**config.mk**
```make
export PLATFORM = sky130hd
export DESIGN_NAME = channel_fifo
export DESIGN_NICKNAME = d
export VERILOG_FILES = /design/src/rtl/channel_fifo.sv
export SDC_FILE = /design/constraint.sdc
export NUM_CORES = 1
export LEC_CHECK = 0
export CAP_MARGIN = 10
export CORE_ASPECT_RATIO = 1.5
export CORE_MARGIN = 5
export CORE_UTILIZATION = 24
export CTS_CLUSTER_DIAMETER = 60
export DETAILED_ROUTE_END_ITERATION = 8
export SLEW_MARGIN = 20
export SYNTH_ARGS = -nofsm -noshare
export SYNTH_HDL_FRONTEND = slang
export SYNTH_SLANG_ARGS = --single-unit
```
**constraint.sdc**
```tcl
create_clock -name clk -period 5.71 [get_ports clk]
set_input_delay 1.142 -clock clk [delete_from_list [all_inputs] [get_ports clk]]
set_output_delay 1.142 -clock clk [all_outputs]
set_load 0.01 [all_outputs]
```
**src/rtl/channel_fifo.sv**
```systemverilog
// Registered-output FIFO for the ac_channel push/pop protocol, DEPTH words of WIDTH bits.
// Optional sticky protocol-error detection is built when CHANNEL_FIFO_ERR_EN is defined.
module channel_fifo #(
  parameter int WIDTH = 32,
  parameter int DEPTH = 8,
  parameter int AW    = 3
) (
  input  logic             clk,
  input  logic             rst,
  input  logic [WIDTH-1:0] in_data,
  input  logic             write_valid,
  output logic             write_ready,
  input  logic             read_valid,
  output logic             read_ready,
  output logic [WIDTH-1:0] out_data,
  output logic [AW:0]      count,
  output logic             err
);

  localparam logic [AW:0] FULL_COUNT = (AW+1)'(DEPTH);

  logic [WIDTH-1:0] mem [DEPTH];
  logic [AW-1:0]    wr_ptr;
  logic [AW-1:0]    rd_ptr;
  logic             push;
  logic             pop;

  // Readies depend only on registered state so clients never see a loop through valid.
  assign write_ready = !rst && (count != FULL_COUNT);
  assign read_ready  = !rst && (count != '0);
  assign push        = write_valid && write_ready;
  assign pop         = read_valid && read_ready;

  always_ff @(posedge clk) begin
    if (push) begin
      mem[wr_ptr] <= in_data;
    end
  end

  always_ff @(posedge clk) begin
    if (rst) begin
      wr_ptr   <= '0;
      rd_ptr   <= '0;
      count    <= '0;
      out_data <= '0;
    end else begin
      if (push) begin
        wr_ptr <= wr_ptr + AW'(1);
      end
      if (pop) begin
        out_data <= mem[rd_ptr];
        rd_ptr   <= rd_ptr + AW'(1);
      end
      if (push && !pop) begin
        count <= count + (AW+1)'(1);
      end else if (pop && !push) begin
        count <= count - (AW+1)'(1);
      end
    end
  end

`ifdef CHANNEL_FIFO_ERR_EN
  // Sticky until reset: flags a request made against a full or empty channel.
  always_ff @(posedge clk) begin
    if (rst) begin
      err <= 1'b0;
    end else if ((write_valid && count == FULL_COUNT) || (read_valid && count == '0)) begin
      err <= 1'b1;
    end
  end
`else
  assign err = 1'b0;
`endif

endmodule

```
# Word-level counts from Yosys, hierarchy flattened

Memory sizes are Yosys's and may differ from the RTL's. A register that Yosys moved wholly into a read port is not among the register bits.
Cells that the tools add are included.

Flip-flop bits (word level): 10
Bits in latches: 0
RAM bits: 256
Bits in read-only memories: 0
Input bits: 36
Output and inout bits: 39
Word-level logic and storage cells: 24
Memories kept: 1

Memory list:

| name | words | bits a word | rd ports | clocked after memory_dff | wr ports | RTL line | source |
|---|---|---|---|---|---|---|---|
| mem  | 8     | 32          | 1        | 1                        | 1        | 22       | `logic [WIDTH-1:0] mem [DEPTH];` |

Add/sub/neg operators: 4
Multipliers: 0
Divide/modulo/power cells: 0
$lt $le $gt $ge: 0
Eq/ne operators: 1
Shift-type cells: 0
Multiplexer cells: 4
Bitwise logic cells: 0
Reduce and logical (&&, ||, !) cells: 11

Operators by type and width:

| cell                                                               | number |
|---|---|
| 4-bit 2-to-1 mux                                                   | 2 |
| 3-bit by 1-bit adder with 3-bit output, second input constant      | 2 |
| 1-bit logical AND                                                  | 6 |
| 4-bit by 1-bit adder with 4-bit output, second input constant      | 1 |
| 4-bit inequality test, second input constant                       | 1 |
| 4-bit nonzero test                                                 | 1 |
| 4-bit by 1-bit subtractor with 4-bit output, second input constant | 1 |
| 1-bit logical NOT                                                  | 3 |
| 1-bit 2-to-1 mux                                                   | 2 |
| 2-bit nonzero test                                                 | 1 |

# Logic depth before layout (Yosys ltp)

Gate-level depths: netlist of the first run.

Word-level depth: 7
Depth in mapped cells: 12
Depth with buffers taken out: 11

# Worst setup path after synthesis of the first run

OpenSTA, ideal clock, no wires.

Path type: input to register
From: in rst
To: mem mem[0][0], enable pin
Library setup time: 501 ps
Arrival: 4803 ps
Data required time: 5209 ps
Path slack: 406 ps
Stages: 5
Cells stage by stage: clkbuf_1 inv_1 and2_1 nand2_1 nor4_1

Longest elaborated chain between the ends: 5

RTL lines:

| item                                   | RTL line | source |
|---|---|---|
| start, declared                        | 9        | `input logic rst,` |
| 1-bit logical NOT                      | 29       | `assign write_ready = !rst && (count != FULL_COUNT);` |
| 1-bit logical AND                      | 29       |  |
| net write_ready                        | 12       | `output logic write_ready,` |
| 1-bit logical AND                      | 31       | `assign push = write_valid && write_ready;` |
| 1-bit 2-to-1 mux                       | 35       | `if (push) begin` |
| 1-bit 2-to-1 mux (implied by the code) | 36       | `mem[wr_ptr] <= in_data;` |
| end, declared                          | 22       |  |

The timed path passes the listed nets, and every way through them passes these cells.

# Worst setup path in the final report of the first run

From: in read_valid
To: reg count[3]

Longest elaborated chain between the ends: 4

RTL lines:

| item                                                   | RTL line | source |
|---|---|---|
| start, declared                                        | 13       | `input logic read_valid,` |
| 1-bit logical AND *                                    | 32       | `assign pop = read_valid && read_ready;` |
| 1-bit logical NOT                                      | 54       | `if (push && !pop) begin` |
| 1-bit logical AND                                      | 54       |  |
| 4-bit 2-to-1 mux or 2-bit nonzero test (tied branches) | -        |  |
| end signal, assigned                                   | 55       | `count <= count + (AW+1)'(1);` |
| end signal, assigned                                   | 57       | `count <= count - (AW+1)'(1);` |
| end, declared                                          | 16       | `output logic [AW:0] count,` |

Mark *: on every way between the ends. The rest lies on a longest branch, timed or not.
A chain may end at the register's enable or synchronous reset.

==> results by group, run 1 <==
Status
  • Status: finished clean

Critical path
  • Worst setup path category: in2reg
  • Slowest stage delay, CP: 0.50 ns
  • Crit path required time: 6.12 ns
  • Reg2Reg Depth: 11
  • Critical-path top delay cell: buf_4
  • Crit end category: flop
  • Critical path depth in cells: 11
  • Critical Path, Cell by Cell: clkdlybuf4s50_1, nor3b_2, buf_4, inv_1, ha_1, inv_1, ha_1, a21oi_1, a211oi_1, a31oi_1, mux2_1
  • Top delay family on crit path: buffers and inverters
  • WP buf/inv: 4
  • Worst Setup Start Kind: input pin
  • CP max FO: 38
  • Crit path DAT: 3.76 ns

Synth
  • Flops & latches, synth: 298
  • Sequential fraction of the synthesis area: 76.6%
  • YS warnings: 0
  • Cells after Synth: 522
  • Distinct cells, synth: 35
  • Post-Syn Nets: 564
  • Syn avg cell area: 21.3 µm²
  • Post-synthesis instance area: 11100 µm²

CTS
  • Root Buffer: clkbuf_16
  • Clock buffer count from CTS: 25
  • Clock sink count: 298
  • CTS tree: built
  • CTS clk-pin slew, worst paths: 0.07 ns
  • Clk buf depth: 3
  • Cts hold-fix bufs: 0
  • Post-CTS Resized: 0
  • Clk_lat worst skew: 0.53 ns
  • CTS H-Tree Depth: 1
  • Post-CTS Setup Bufs: 0

Cells and area
  • Final nets: 642
  • Non-Filler Instances: 1208
  • Synthesis-to-layout area growth: 20.0%
  • Commonest non-fill, non-tap cell in the layout: edfxtp_1
  • Most frequent cells in the layout: 256 x edfxtp_1, 72 x clkdlybuf4s50_1, 64 x mux4_2
  • Layout cell share with drive strength beyond 1: 21.0%
  • # fillers: 4480

Placed design
  • Cells after DPL: 1161
  • Placer Congestion: 0.695
  • Post-DP HPWL: 13700 µm
  • PortBufs: 73
  • Setup slack at placement: 1.84 ns

STA
  • F_max: 0.298 GHz
  • Worst-Margin Slew: 1.08 ns
  • Rel. slew slack: 27.9%
  • Final clock skew: 0.0112 ns
  • Final Slew Violations: 0
  • Sum Neg Setup Slack: 0 ns
  • Unrepaired setup endpoints after global routing: no
  • Final Hold Fails: 0
  • Final cycle utilization of the critical path: 58.8%
  • Fin crit period: 3.36 ns
  • Setup-failing EPs final: 0
  • Post-route setup slack: 2.35 ns

Route
  • Routed Antenna Nets: 0
  • DR vias/cell: 4.34
  • DRT Pass-1 Iters: 4
  • Drt initial violations: 339
  • DRC Markers: 0
  • Via count: 5238
  • WL/cell: 19.4 µm
  • Total Wirelength: 23500 µm

Die
  • Die area: 50900 µm²
  • Starting density of the core: 24.3%
  • IO Count: 75
  • Row Count: 96
  • Die Span Y: 274 µm
  • Total core area: 45900 µm²
  • Die width: 186 µm

Global routing
  • Total track usage: 9.24%
  • Initial antenna violation count: 1
  • Largest net degree at the start of global routing: 67
  • Grt ovf: 0
  • Vias in the first global route: 5743
  • First-pass GRT wire length: 36100 µm

Pwr
  • Leak: 0.00404 µW
  • Final Power: 5340 µW
  • VDD IR max: 148 µV
  • Pwr dens: 400 nW/µm²

Run
  • Number of max-cap violations: 0

Worst hold path
  • Worst hold path class: reg2reg
  • Hold Crit Depth: 2
## logic make-up after synthesis
family                     synth area share (%)
DFF                                        76.6
and+or+nand+nor                            4.05
muxes                                      13.1
AOI/OAI and AO/OA                          3.18
buffers and inverters                      1.74
adders and majority gates                 0.742
xor gates and xnor gates                  0.472
other                                    0.0337
## cell usage after synthesis
master / n / area, µm²
edfxtp_1: 256 / 7690
mux4_2: 64 / 1440
dfxtp_1: 42 / 841
nor3b_1: 33 / 248
a221o_1: 32 / 320
clkbuf_1: 16 / 60.1
nor2_1: 14 / 52.6
buf_2: 11 / 55.1
nand2_1: 7 / 26.3
buf_6: 5 / 56.3
ha_1: 5 / 62.6
xnor2_1: 5 / 43.8
nor3_1: 4 / 20.0
inv_1: 3 / 11.3
a21oi_1: 2 / 10.0
nand2b_1: 2 / 12.5
nor2b_1: 2 / 12.5
o21ai_1: 2 / 10.0
a211oi_1: 1 / 7.51
a31oi_1: 1 / 6.26
and2_1: 1 / 6.26
and2_4: 1 / 8.76
and4_1: 1 / 8.76
and4bb_2: 1 / 12.5
buf_4: 1 / 7.51
conb_1: 1 / 3.75
fa_1: 1 / 20.0
inv_2: 1 / 3.75
mux2_1: 1 / 11.3
mux2i_1: 1 / 10.0
nand3_1: 1 / 5.00
nor4_1: 1 / 6.26
nor4_4: 1 / 21.3
or4b_1: 1 / 10.0
xor2_1: 1 / 8.76
## area by class of cell
type | instances | area [µm²] | area share [%]
inverters | 4 | 15.0 | 0.112
clock inverters | 17 | 150 | 1.12
repair buffers | 84 | 808 | 6.05
well taps | 588 | 736 | 5.51
clock buffers | 29 | 641 | 4.80
flip-flops and latches | 298 | 8540 | 63.9
multi-input cells | 187 | 2470 | 18.5
diodes | 1 | 2.50 | 0.0187
## sequential cells by signal, indices dropped and copies added, names as in the netlist
register and flops:
rd_ptr 3, out_data 32, count 4, wr_ptr 3, mem 256
## per-layer routing
layer,global-route usage [%],wire length (µm)
met2,17.3,12900
met4,2.74,465
met1,10.6,9210
met5,0,0
met3,1.62,902
## metrics by stage
stage | util, % | cell area (µm²) | hold slack (ns)
6_report | 29.1 | 13400 | 0.552
5_1_grt | 29.1 | 13400 | 0.604
4_1_cts | 29.1 | 13400 | 0.558
3_5_place_dp | 27.4 | 12600 | 0.550
3_3_place_gp | 27.4 | 12600 | 0.547
2_1_floorplan | - | 11100 | 0.490
## worst register-to-register path: cells and delay by family, from the launching register on
kind,cells,cell delay [ns]
mux,1,0.34
compound gates,3,0.43
simple gates,3,0.98
flops,1,0.40
buf+inv,2,0.24
fa+ha+maj,2,0.51
## final timing paths
check	startpoint	end	slack (ns)
hold / removal	wr_ptr[1]	wr_ptr[1]	0.55
setup reg to reg	count[0]	count[3]	2.68
setup / recovery	read_valid	count[3]	2.35
hold reg to reg	wr_ptr[1]	wr_ptr[1]	0.55
## where the power goes
part,switching (µW),internal [µW]
Combinational,411,563
Clock,758,906
Sequential,182,2520
Note: power is estimated with default switching activity, not from simulation.
==> run 2, diff against run 1 <==
- clock period: 5.71 -> 3.2 ns (I/O delays scaled with it)
==> results by group, run 2 (synthesis results as in run 1) <==
CTS
  • CTS H-Tree Depth: 1
  • Root Buffer: clkbuf_16
  • Clock buffer count from CTS: 27
  • Clk_lat worst skew: 0.54 ns
  • Post-CTS Resized: 0
  • Clock sink count: 298
  • Post-CTS Setup Bufs: 0
  • Clk buf depth: 3
  • CTS tree: built
  • CTS clk-pin slew, worst paths: 0.06 ns
  • Cts hold-fix bufs: 0

Global routing
  • Initial antenna violation count: 3
  • GR Util met1: 10.9%
  • GR Util met2: 17.3%
  • M3 GR Usage: 2.37%
  • Top Usage Layer GRT: met2
  • Total track usage: 9.53%
  • Largest net degree at the start of global routing: 38
  • First-pass GRT wire length: 36400 µm
  • Grt ovf: 0
  • Vias in the first global route: 5732

Placed design
  • PortBufs: 73
  • Cells after DPL: 1175
  • Post-DP HPWL: 14900 µm
  • Placer Congestion: 0.654

Status
  • Status: finished clean

Critical path
  • Critical-path top delay cell: or4b_1
  • Worst Setup Start Kind: flop
  • Crit end category: output port
  • Slowest stage delay, CP: 0.58 ns
  • Crit path DAT: 2.22 ns
  • Crit path required time: 2.56 ns
  • CP max FO: 6
  • Critical Path, Cell by Cell: or4b_1, and2_1, clkdlybuf4s50_1
  • Reg2Reg Depth: 11
  • Worst setup path category: reg2out

STA
  • F_max: 0.350 GHz
  • Worst-Margin Slew: 0.579 ns
  • Final Hold Fails: 0
  • Final cycle utilization of the critical path: 89.3%
  • Fin crit period: 2.86 ns
  • Final Slew Violations: 0
  • Rel. slew slack: 61.4%
  • Final clock skew: 0.0114 ns
  • Minimum hold slack: 0.420 ns
  • Setup-failing EPs final: 0
  • Unrepaired setup endpoints after global routing: no

Cells and area
  • Max FFs per register: 256
  • Most frequent cells in the layout: 256 x edfxtp_1, 72 x clkdlybuf4s50_1, 64 x mux4_2
  • Antenna Cells: 0
  • Layout cell share with drive strength beyond 1: 23.1%
  • Most flops, register: mem
  • Final Util: 29.7%
  • Final nets: 658
  • Non-Filler Instances: 1225
  • Largest registers: mem (256), out_data (32), count (4)
  • Synthesis-to-layout area growth: 22.4%
  • Commonest non-fill, non-tap cell in the layout: edfxtp_1

Route
  • DR vias/cell: 4.34
  • DRT Pass-1 Iters: 5
  • Total Wirelength: 24500 µm
  • WL/cell: 20.0 µm
  • Via count: 5318
  • Drt initial violations: 336
  • Routed Antenna Nets: 0
  • DRC Markers: 0

Worst hold path
  • Hold Crit Depth: 2
  • Worst hold path class: in2reg

Die
  • Row Count: 96
  • IO Count: 75
  • Starting density of the core: 24.3%
  • Total core area: 45900 µm²
  • Die area: 50900 µm²
  • Die width: 186 µm
  • Die Span Y: 274 µm

Pwr
  • VDD IR max: 482 µV
  • Final Power: 9820 µW
  • Leak: 0.00417 µW
  • Pwr dens: 721 nW/µm²

Run
  • Number of max-cap violations: 0
-- run 2: changes by cell type in the layout (fill, tap and decap cells not counted), sizes merged --
cell    before  now
buf         12   26
clkbuf      29   40
clkinv      11    5
diode        1    0
inv          7    6
-- run 2: power breakdown --
part | internal [µW] | leakage (µW) | total [µW] | switching [µW]
logic | 1050 | 0.00108 | 1870 | 826
clock network | 1840 | 0.000434 | 3210 | 1360
registers | 4500 | 0.00266 | 4750 | 247
total | 7390 | 0.00417 | 9820 | 2430
-- run 2: per-stage QoR --
step                      setup WS (ns)  area [µm²]  setup TNS (ns)
after floorplan                  -0.769       11100          -81.89
after global placement            0.356       12700               0
after detailed placement          0.355       12700               0
after CTS                         0.291       13600               0
after global routing              0.186       13600               0
final                             0.342       13600               0
-- run 2: worst paths after layout --
path	from	endpoint	slack (ns)
worst max-delay path	count[0]	write_ready	0.34
worst min-delay path	rst	count[1]	0.42
worst max register to register	count[0]	count[3]	0.38
worst min register to register	wr_ptr[1]	wr_ptr[1]	0.60
-- run 2: routing by layer --
metal	vias up	part of all wire, %
met5	-	0.15
met4	6	1.9
met3	35	6.2
met2	113	53
met1	2805	39
li1	2359	-
-- run 2: layout make-up --
| type | count | area (µm²) |
|---|---|---|
| multi-input combinational | 187 | 2480 |
| clock buffer | 40 | 774 |
| clock inverter | 10 | 111 |
| timing repair buffer | 98 | 963 |
| fill | 4464 | 32300 |
| sequential | 298 | 8540 |
| inverter | 4 | 15.0 |
| tap | 588 | 736 |
-- run 2: worst max-delay path: cells and delay by family (launching register included) --
family	cells	cell delay, ns
AND/OR/NAND/NOR	2	0.78
flip-flops	1	0.39
buffers and inverters	1	0.52
==> run 3, diff against run 2 <==
- CORE_MARGIN: 5 -> not set
- SKIP_CTS_REPAIR_TIMING: not set -> 1
==> results by group, run 3 (synthesis results as in run 1) <==
Global routing
  • Largest net degree at the start of global routing: 39
  • First-pass GRT wire length: 36200 µm
  • Grt ovf: 0
  • Total track usage: 10.4%
  • Initial antenna violation count: 4
  • Vias in the first global route: 5813

Cells and area
  • Final nets: 651
  • Largest registers: mem (256), out_data (32), count (4)
  • Layout cell share with drive strength beyond 1: 22.8%
  • Synthesis-to-layout area growth: 22.6%
  • Max FFs per register: 256
  • Commonest non-fill, non-tap cell in the layout: edfxtp_1
  • Most frequent cells in the layout: 256 x edfxtp_1, 72 x clkdlybuf4s50_1, 64 x mux4_2
  • Final Util: 29.8%
  • Most flops, register: mem

Critical path
  • CP max FO: 6
  • Crit end category: flop
  • Critical Path, Cell by Cell: or4b_1, and2_1, nand2_1, inv_2, ha_1, inv_1, ha_1, a21oi_1, a211oi_1, a31oi_1, mux2_1
  • R2r startpoint: count[0]
  • R2R setup slack: 0.36 ns
  • Top delay family on crit path: simple AND/OR/NAND/NOR gates
  • Most common cell on crit path: ha_1
  • Worst setup path category: reg2reg
  • Reg2Reg Depth: 11
  • Slowest stage delay, CP: 0.57 ns
  • WP buf/inv: 2
  • Crit path required time: 3.61 ns
  • Worst Setup Start Kind: flop
  • Crit path DAT: 3.25 ns
  • R2r endpoint: count[3]
  • Critical-path top delay cell: or4b_1

Worst hold path
  • Worst hold path class: in2reg
  • Hold Crit Depth: 4
  • Hold Startpoint: rst
  • Hold endpoint: wr_ptr[1]

Route
  • WL/cell: 19.8 µm
  • Total Wirelength: 24100 µm
  • DRC Markers: 0
  • DR vias/cell: 4.35
  • Drt initial violations: 350
  • Via count: 5298
  • DRT Pass-1 Iters: 4
  • Routed Antenna Nets: 0

Die
  • IO Count: 75
  • Row Count: 96
  • Starting density of the core: 24.3%
  • Die width: 178 µm
  • Total core area: 45800 µm²
  • Die Span Y: 266 µm
  • Die area: 47200 µm²

STA
  • Setup-failing EPs final: 0
  • Final clock skew: 0.0111 ns
  • Final Hold Fails: 0
  • Post-route setup slack: 0.359 ns
  • Final Slew Violations: 0
  • Final cycle utilization of the critical path: 88.8%
  • Sum Neg Setup Slack: 0 ns
  • F_max: 0.352 GHz
  • Rel. slew slack: 60.1%
  • Unrepaired setup endpoints after global routing: no
  • Worst-Margin Slew: 0.598 ns
  • Fin crit period: 2.84 ns

Pwr
  • Leak: 0.00415 µW
  • VDD IR max: 425 µV
  • Pwr dens: 722 nW/µm²

Status
  • Status: finished clean

Placed design
  • Setup slack at placement: 0.306 ns
  • Placer Congestion: 0.715
  • Post-DP HPWL: 13700 µm
  • PortBufs: 73

Run
  • Number of max-cap violations: 0

CTS
  • Clock buffer count from CTS: 24
  • CTS clk-pin slew, worst paths: 0.07 ns
  • Root Buffer: clkbuf_16
  • Clk buf depth: 3
  • CTS H-Tree Depth: 1
  • CTS tree: built
  • Clk_lat worst skew: 0.53 ns
  • Clock sink count: 298
[run 3: changes by cell type in the layout (fill, tap and decap cells not counted), sizes merged]
cell | before | now
inv | 6 | 5
diode | 0 | 2
buf | 26 | 22
clkbuf | 40 | 32
bufinv | 2 | 4
clkinvlp | 1 | 2
[run 3: routing by layer]
metal | vias to the layer above | track usage [%] | part of all wire, %
met5 | - | 0 | 0.12
met4 | 6 | 3.83 | 2.5
met3 | 40 | 2.37 | 5.0
met2 | 88 | 19.6 | 55
met1 | 2818 | 11.1 | 37
li1 | 2346 | - | -
[run 3: per-stage QoR]
step	hold slack (ns)	cells	total power (µW)	instance area (µm²)
2_1_floorplan	0.505	522	5900	11100
3_3_place_gp	0.580	1171	6750	12800
3_5_place_dp	0.586	1171	6780	12800
4_1_cts	0.498	1215	10000	13600
5_1_grt	0.524	1216	10300	13600
6_report	0.506	1217	9840	13600
[run 3: power by group]
| group | leakage [µW] | internal [µW] | total (µW) | switching, µW |
|---|---|---|---|---|
| logic | 0.00107 | 1070 | 1860 | 796 |
| clock network | 0.000425 | 1870 | 3210 | 1340 |
| registers | 0.00266 | 4500 | 4770 | 276 |
[run 3: layout make-up]
type,instances,area [µm²]
antenna,2,5.00
clock buffer,32,702
clock inverter,12,168
fill,4395,32100
inverter,4,15.0
multi-input combinational,187,2480
sequential,298,8540
tap,588,736
timing repair buffer,94,996
[run 3: how the worst max path moves through the flow]
stage / end / from / cells past startpoint / slack, ns
2_1_floorplan: mem[2][0] / rst / 5 / -0.77
6_report: count[3] / count[0] / 11 / 0.36
3_5_place_dp: count[3] / read_valid / 10 / 0.31
3_3_place_gp: count[3] / read_valid / 10 / 0.32
5_1_grt: count[3] / count[0] / 11 / 0.21
4_1_cts: write_ready / count[0] / 3 / 0.34
[run 3: tightest hold or removal path, delay by kind of cell]
kind	cells	cell delay [ns]
buffers and inverters	2	0.23
and+or+nand+nor	1	0.07
AOI/OAI and AO/OA	1	0.05
